`src/rtl/dmem_arbiter_pkg.sv`:
```
// Shared definitions for the data-memory arbiter: FSM state encoding and beat address stride.
package dmem_arbiter_pkg;
  typedef enum logic {
    ST_IDLE = 1'b0,
    ST_EXT  = 1'b1
  } state_t;

  localparam int WORD_BYTES = 4;
endpackage

```
`src/rtl/dmem_arbiter_burst_ctr.sv`:
```
// Burst bookkeeping: latched start address/length and beat index; beat 0 is issued by the top
// in the grant cycle, so a load leaves the index pointing at beat 1.
module dmem_arbiter_burst_ctr
  import dmem_arbiter_pkg::*;
#(
  parameter int ADDR_W = 32,
  parameter int LEN_W  = 4
) (
  input  logic              clk,
  input  logic              rst,
  input  logic              i_load,
  input  logic              i_advance,
  input  logic              i_clear,
  input  logic [ADDR_W-1:0] i_addr,
  input  logic [LEN_W-1:0]  i_len,
  output logic [ADDR_W-1:0] o_beat_addr,
  output logic [LEN_W-1:0]  o_idx,
  output logic              o_last
);
  logic [ADDR_W-1:0] r_start;
  logic [LEN_W-1:0]  r_len;
  logic [LEN_W-1:0]  r_idx;

  always_ff @(posedge clk) begin
    if (!rst) begin
      r_start <= '0;
      r_len   <= '0;
      r_idx   <= '0;
    end else if (i_clear) begin
      r_idx <= '0;
    end else if (i_load) begin
      r_start <= i_addr;
      r_len   <= i_len;
      r_idx   <= LEN_W'(1);
    end else if (i_advance) begin
      r_idx <= r_idx + LEN_W'(1);
    end
  end

  // Address arithmetic is ADDR_W wide, so the beat address wraps naturally.
  assign o_beat_addr = r_start + ADDR_W'(WORD_BYTES) * ADDR_W'(r_idx);
  assign o_idx       = r_idx;
  assign o_last      = (r_idx == r_len);
endmodule

```
`src/rtl/dmem_arbiter.sv`:
```
// Shares single-port data memory between the MEM stage and an external burst master; CPU has
// priority in IDLE, bursts are never preempted. Optional anti-starvation grant: DMEM_ARB_STARVE_EN.
module dmem_arbiter
  import dmem_arbiter_pkg::*;
#(
  parameter int ADDR_W   = 32,
  parameter int DATA_W   = 32,
  parameter int LEN_W    = 4,
  parameter int MAX_WAIT = 8
) (
  input  logic              clk,
  input  logic              rst,
  input  logic              cpu_req,
  input  logic              cpu_we,
  input  logic [ADDR_W-1:0] cpu_addr,
  input  logic [DATA_W-1:0] cpu_wdata,
  output logic [DATA_W-1:0] cpu_rdata,
  output logic              cpu_stall,
  input  logic              ext_req,
  input  logic              ext_we,
  input  logic [ADDR_W-1:0] ext_addr,
  input  logic [LEN_W-1:0]  ext_len,
  output logic              ext_gnt,
  output logic              ext_beat,
  output logic [LEN_W-1:0]  ext_beat_idx,
  input  logic [DATA_W-1:0] ext_wdata,
  output logic [DATA_W-1:0] ext_rdata,
  output logic              ext_done,
  output logic              mem_we,
  output logic [ADDR_W-1:0] mem_addr,
  output logic [DATA_W-1:0] mem_wd,
  input  logic [DATA_W-1:0] mem_rd
);
  state_t            r_state;
  state_t            w_state_nxt;
  logic              r_we_q;
  logic              w_forced;
  logic              w_gnt;
  logic              w_load;
  logic              w_adv;
  logic              w_clr;
  logic [ADDR_W-1:0] w_beat_addr;
  logic [LEN_W-1:0]  w_idx;
  logic              w_last;

  if (MAX_WAIT < 1) begin : g_max_wait_chk
    $error("MAX_WAIT must be at least 1");
  end

`ifdef DMEM_ARB_STARVE_EN
  localparam int WAIT_W = $clog2(MAX_WAIT + 1);
  logic [WAIT_W-1:0] r_wait;

  // Grant clears it, so the counter never passes MAX_WAIT.
  always_ff @(posedge clk) begin
    if (!rst) begin
      r_wait <= '0;
    end else if (w_gnt) begin
      r_wait <= '0;
    end else if (r_state == ST_IDLE && ext_req && cpu_req) begin
      r_wait <= r_wait + WAIT_W'(1);
    end
  end

  assign w_forced = (r_wait >= WAIT_W'(MAX_WAIT));
`else
  assign w_forced = 1'b0;
`endif

  assign w_gnt = rst && (r_state == ST_IDLE) && ext_req && (!cpu_req || w_forced);

  dmem_arbiter_burst_ctr #(
    .ADDR_W(ADDR_W),
    .LEN_W (LEN_W)
  ) u_burst_ctr (
    .clk        (clk),
    .rst        (rst),
    .i_load     (w_load),
    .i_advance  (w_adv),
    .i_clear    (w_clr),
    .i_addr     (ext_addr),
    .i_len      (ext_len),
    .o_beat_addr(w_beat_addr),
    .o_idx      (w_idx),
    .o_last     (w_last)
  );

  always_ff @(posedge clk) begin
    if (!rst) begin
      r_state <= ST_IDLE;
      r_we_q  <= 1'b0;
    end else begin
      r_state <= w_state_nxt;
      if (w_load) r_we_q <= ext_we;
    end
  end

  always_comb begin
    w_state_nxt  = r_state;
    w_load       = 1'b0;
    w_adv        = 1'b0;
    w_clr        = 1'b0;
    ext_gnt      = 1'b0;
    ext_beat     = 1'b0;
    ext_beat_idx = '0;
    ext_done     = 1'b0;
    cpu_stall    = 1'b0;
    mem_we       = 1'b0;
    mem_addr     = '0;
    mem_wd       = '0;
    if (!rst) begin
      w_state_nxt = ST_IDLE;
    end else begin
      case (r_state)
        ST_IDLE: begin
          if (w_gnt) begin
            ext_gnt   = 1'b1;
            ext_beat  = 1'b1;
            mem_we    = ext_we;
            mem_addr  = ext_addr;
            mem_wd    = ext_wdata;
            cpu_stall = cpu_req;
            w_load    = 1'b1;
            if (ext_len == '0) ext_done = 1'b1;
            else               w_state_nxt = ST_EXT;
          end else if (cpu_req) begin
            mem_we   = cpu_we;
            mem_addr = cpu_addr;
            mem_wd   = cpu_wdata;
          end
        end
        ST_EXT: begin
          ext_beat     = 1'b1;
          ext_beat_idx = w_idx;
          mem_we       = r_we_q;
          mem_addr     = w_beat_addr;
          mem_wd       = ext_wdata;
          cpu_stall    = cpu_req;
          if (w_last) begin
            ext_done    = 1'b1;
            w_clr       = 1'b1;
            w_state_nxt = ST_IDLE;
          end else begin
            w_adv = 1'b1;
          end
        end
        default: w_state_nxt = ST_IDLE;
      endcase
    end
  end

  assign cpu_rdata = mem_rd;
  assign ext_rdata = mem_rd;
endmodule

```
`config.mk`:
```
export PLATFORM = sky130hd
export DESIGN_NAME = dmem_arbiter
export DESIGN_NICKNAME = d
export VERILOG_FILES = /design/src/rtl/dmem_arbiter_pkg.sv /design/src/rtl/dmem_arbiter_burst_ctr.sv /design/src/rtl/dmem_arbiter.sv
export SDC_FILE = /design/constraint.sdc
export NUM_CORES = 1
export LEC_CHECK = 0
export ABC_AREA = 1
export CAP_MARGIN = 30
export CORE_MARGIN = 10
export CORE_UTILIZATION = 39
export DETAILED_ROUTE_END_ITERATION = 16
export PLACE_DENSITY_LB_ADDON = 0.05
export SYNTH_ARGS = -nofsm -noshare
export SYNTH_HDL_FRONTEND = slang
export SYNTH_HIERARCHICAL = 1
export SYNTH_SLANG_ARGS = --single-unit
```
`constraint.sdc`:
```
create_clock -name clk -period 4.6 [get_ports clk]
set_clock_uncertainty 0.1 [all_clocks]
set_input_delay 1.15 -clock clk [delete_from_list [all_inputs] [get_ports clk]]
set_output_delay 1.15 -clock clk [all_outputs]
set_load 0.02 [all_outputs]
```
==> reports/results.ini <==
[grt]
grt_pass1_wl_um = 27520
grt_start_max_net_pins = 53
track_usage_pct = 21.12
grt_pass1_vias = 4837
antenna_found_initial = 0
overflow = 0

[worst_setup_path]
crit_chain = clkdlybuf4s50_1 > inv_1 > o21ai_1 > nand2_1 > buf_4 > o21ai_0 > clkdlybuf4s50_1
required_ps = 3350
end_kind = output pin
crit_type = input pin to output pin
crit_fanout = 15
critPathLaunchType = input pin
cp_num_buf_inv = 4
worst_path_largest_cell_delay_ps = 650
slowest_stage = clkdlybuf4s50_1
crit_arrival_ps = 3110
cp_common_cell = clkdlybuf4s50_1
crit_family = buffers and inverters

[timing]
slew_violations = 0
relSlewSlack_pct = 47.75
rsz0062_at_grt = no
min_period_ps = 4362
hold_violations = 0
fin_tns_setup_ps = 0
whs_ps = 386.6
period_share_pct = 94.82
worstMarginPinSlew_ps = 782.6
setup_viol = 0
max_freq_mhz = 229.3

[clocking]
cts-root-buf = clkbuf_16
cts_setup_buffers = 0
clk_pin_slew_ps = 60
tritoncts = done
cts_hold_buf = 0
clock-sinks = 42
numCtsBuffers = 5
ctsResizeCount = 0
clock_latency_ps = 280
cts.htree.levels = 2
clockBufferDepth = 2

[yosys]
syn_area_um2 = 4388
ys_ff_latch = 42
yosys_most_used_dff = dfxtp_1
avgSynthCellArea_um2 = 5.843
synth_top_area_share_pct = 19.16
synth_largest_area_cell = dfxtp_1
synth_warnings = 6
synth_cells = 751
syn_nets = 927
async_flop_share_pct = 0
yosysSeqAreaShare_pct = 19.16
synth_edf_count = 0
synthTopCellsByArea = dfxtp_1 19%, nand2_1 17%, buf_4 12%
synth_cell_types = 32

[detailed_routing]
wirelength_um = 17990
num_vias = 5104
ant_nets = 0
drt_first_pass_iters = 5
wire_per_inst_um = 17.54
drt_iter0_drc = 337
drc = 0
via_per_inst = 4.975

[run_status]
status = completed

[floorplanning]
die_h_um = 126.1
coreArea_um2 = 10940
die_x_um = 126.1
rows = 38
initial_core_util_pct = 40.13
pin_count = 307
die_area_um2 = 15890

[job]
cap_violations = 0

[pwr]
p_comb_share_pct = 35.0
p_leak_nw = 2.709
p_sw_mw = 0.3798
p_seq_share_pct = 32.3
ir_drop_mv = 0.1610
power_density_nw_per_um2 = 198.5
switching_share_pct = 30.51
internal-power_mw = 0.8650
p_clk_share_pct = 32.7

[place]
port_buffers = 210
gp_congestion = 0.9562
dp_hpwl_um = 14810

[cells_and_area]
final_nets = 1061
drive_gt1_share_pct = 7.562
n_antenna_cell = 0
syn_to_final_growth_pct = 42.94
layout_common_cells = 207 x clkdlybuf4s50_1, 195 x nand2_1, 96 x nor2_1
final_common_cell = clkdlybuf4s50_1

[worst_hold_path]
hp-class = flop to flop

-- layer usage --
layer  up-vias  global-route usage [%]  wire length [µm]
met2       211                   36.49              8692
met3        14                   6.082              1398
li1       2567                       -                 -
met1      2312                   25.70              7692
met4         0                   3.550               209
met5         -                       0                 0
-- cells by family (layout without fill, tap and decap cells) --
logic type / count (synthesis) / count (layout) / share of synthesized area (%)
simple gates: 418 / 418 / 42.57
buf+inv: 175 / 310 / 22.18
compound gates: 93 / 93 / 10.64
flops: 42 / 42 / 19.16
xor+xnor: 17 / 17 / 3.565
fa+ha+maj: 6 / 6 / 1.882
-- registers in the layout, indices dropped and copies added, names as in the netlist --
name                 cells
u_burst_ctr/r_start     32
r_we_q                   1
u_burst_ctr/r_len        4
r_state                  1
u_burst_ctr/o_idx        4
-- cell usage after synthesis (all sizes together), types with 4 or more instances --
cell type and count:
nor2 107, nor3 4, nand2 211, clkbuf 12, dfxtp 42, o21ai 70, nand3 80, ha 5
xor2 14, inv 79, nand3b 9, a21oi 22, buf 83, nand4 5
-- per-stage QoR --
step	setup slack [ps]	instances	total power [mW]	util, %	instance area, µm²
finish	238.3	1026	1.245	57.36	6272
global route	37.31	1026	1.304	57.36	6272
CTS	238.2	1026	1.257	57.35	6271
detailed placement	238.9	1018	0.8485	55.79	6101
global placement	230.8	1018	0.8440	55.79	6101
floorplan	1150	751	0.6802	-	4388
-- power by group through the flow --
stage,sequential (mW),clock (mW),combinational (mW)
2_1_floorplan,0.404,0,0.276
3_3_place_gp,0.409,0,0.435
3_5_place_dp,0.409,0,0.439
4_1_cts,0.402,0.414,0.441
5_1_grt,0.405,0.426,0.473
6_report,0.402,0.407,0.436
-- worst register-to-register path: stages, from the launching register on --
cell and delay [ps]:
dfxtp_1 510, buf_4 390, nand2_1 300, nor2_1 300, nor2_4 70, inv_2 570, o21ai_0 210, a21oi_1 180
-- final timing paths --
| kind | startpoint | slack, ps | depth (start not counted) | endpoint |
|---|---|---|---|---|
| setup reg to reg | r_state | 1880 | 7 | u_burst_ctr/r_start[19] |
| hold reg to reg | u_burst_ctr/r_start[31] | 390 | 2 | u_burst_ctr/r_start[31] |
| hold / removal | u_burst_ctr/r_start[31] | 390 | 2 | u_burst_ctr/r_start[31] |
| setup / recovery | ext_req | 240 | 7 | mem_wd[6] |
-- area by class of cell --
class	count	area, µm²
inverter	80	304.0
multi-input combinational	534	2574
timing repair buffer	222	2207
fill	1123	4663
sequential	42	842.1
clock inverter	3	45.04
clock buffer	5	125.1
tap	140	175.2
No activity file was read; power rests on OpenSTA's default activity.
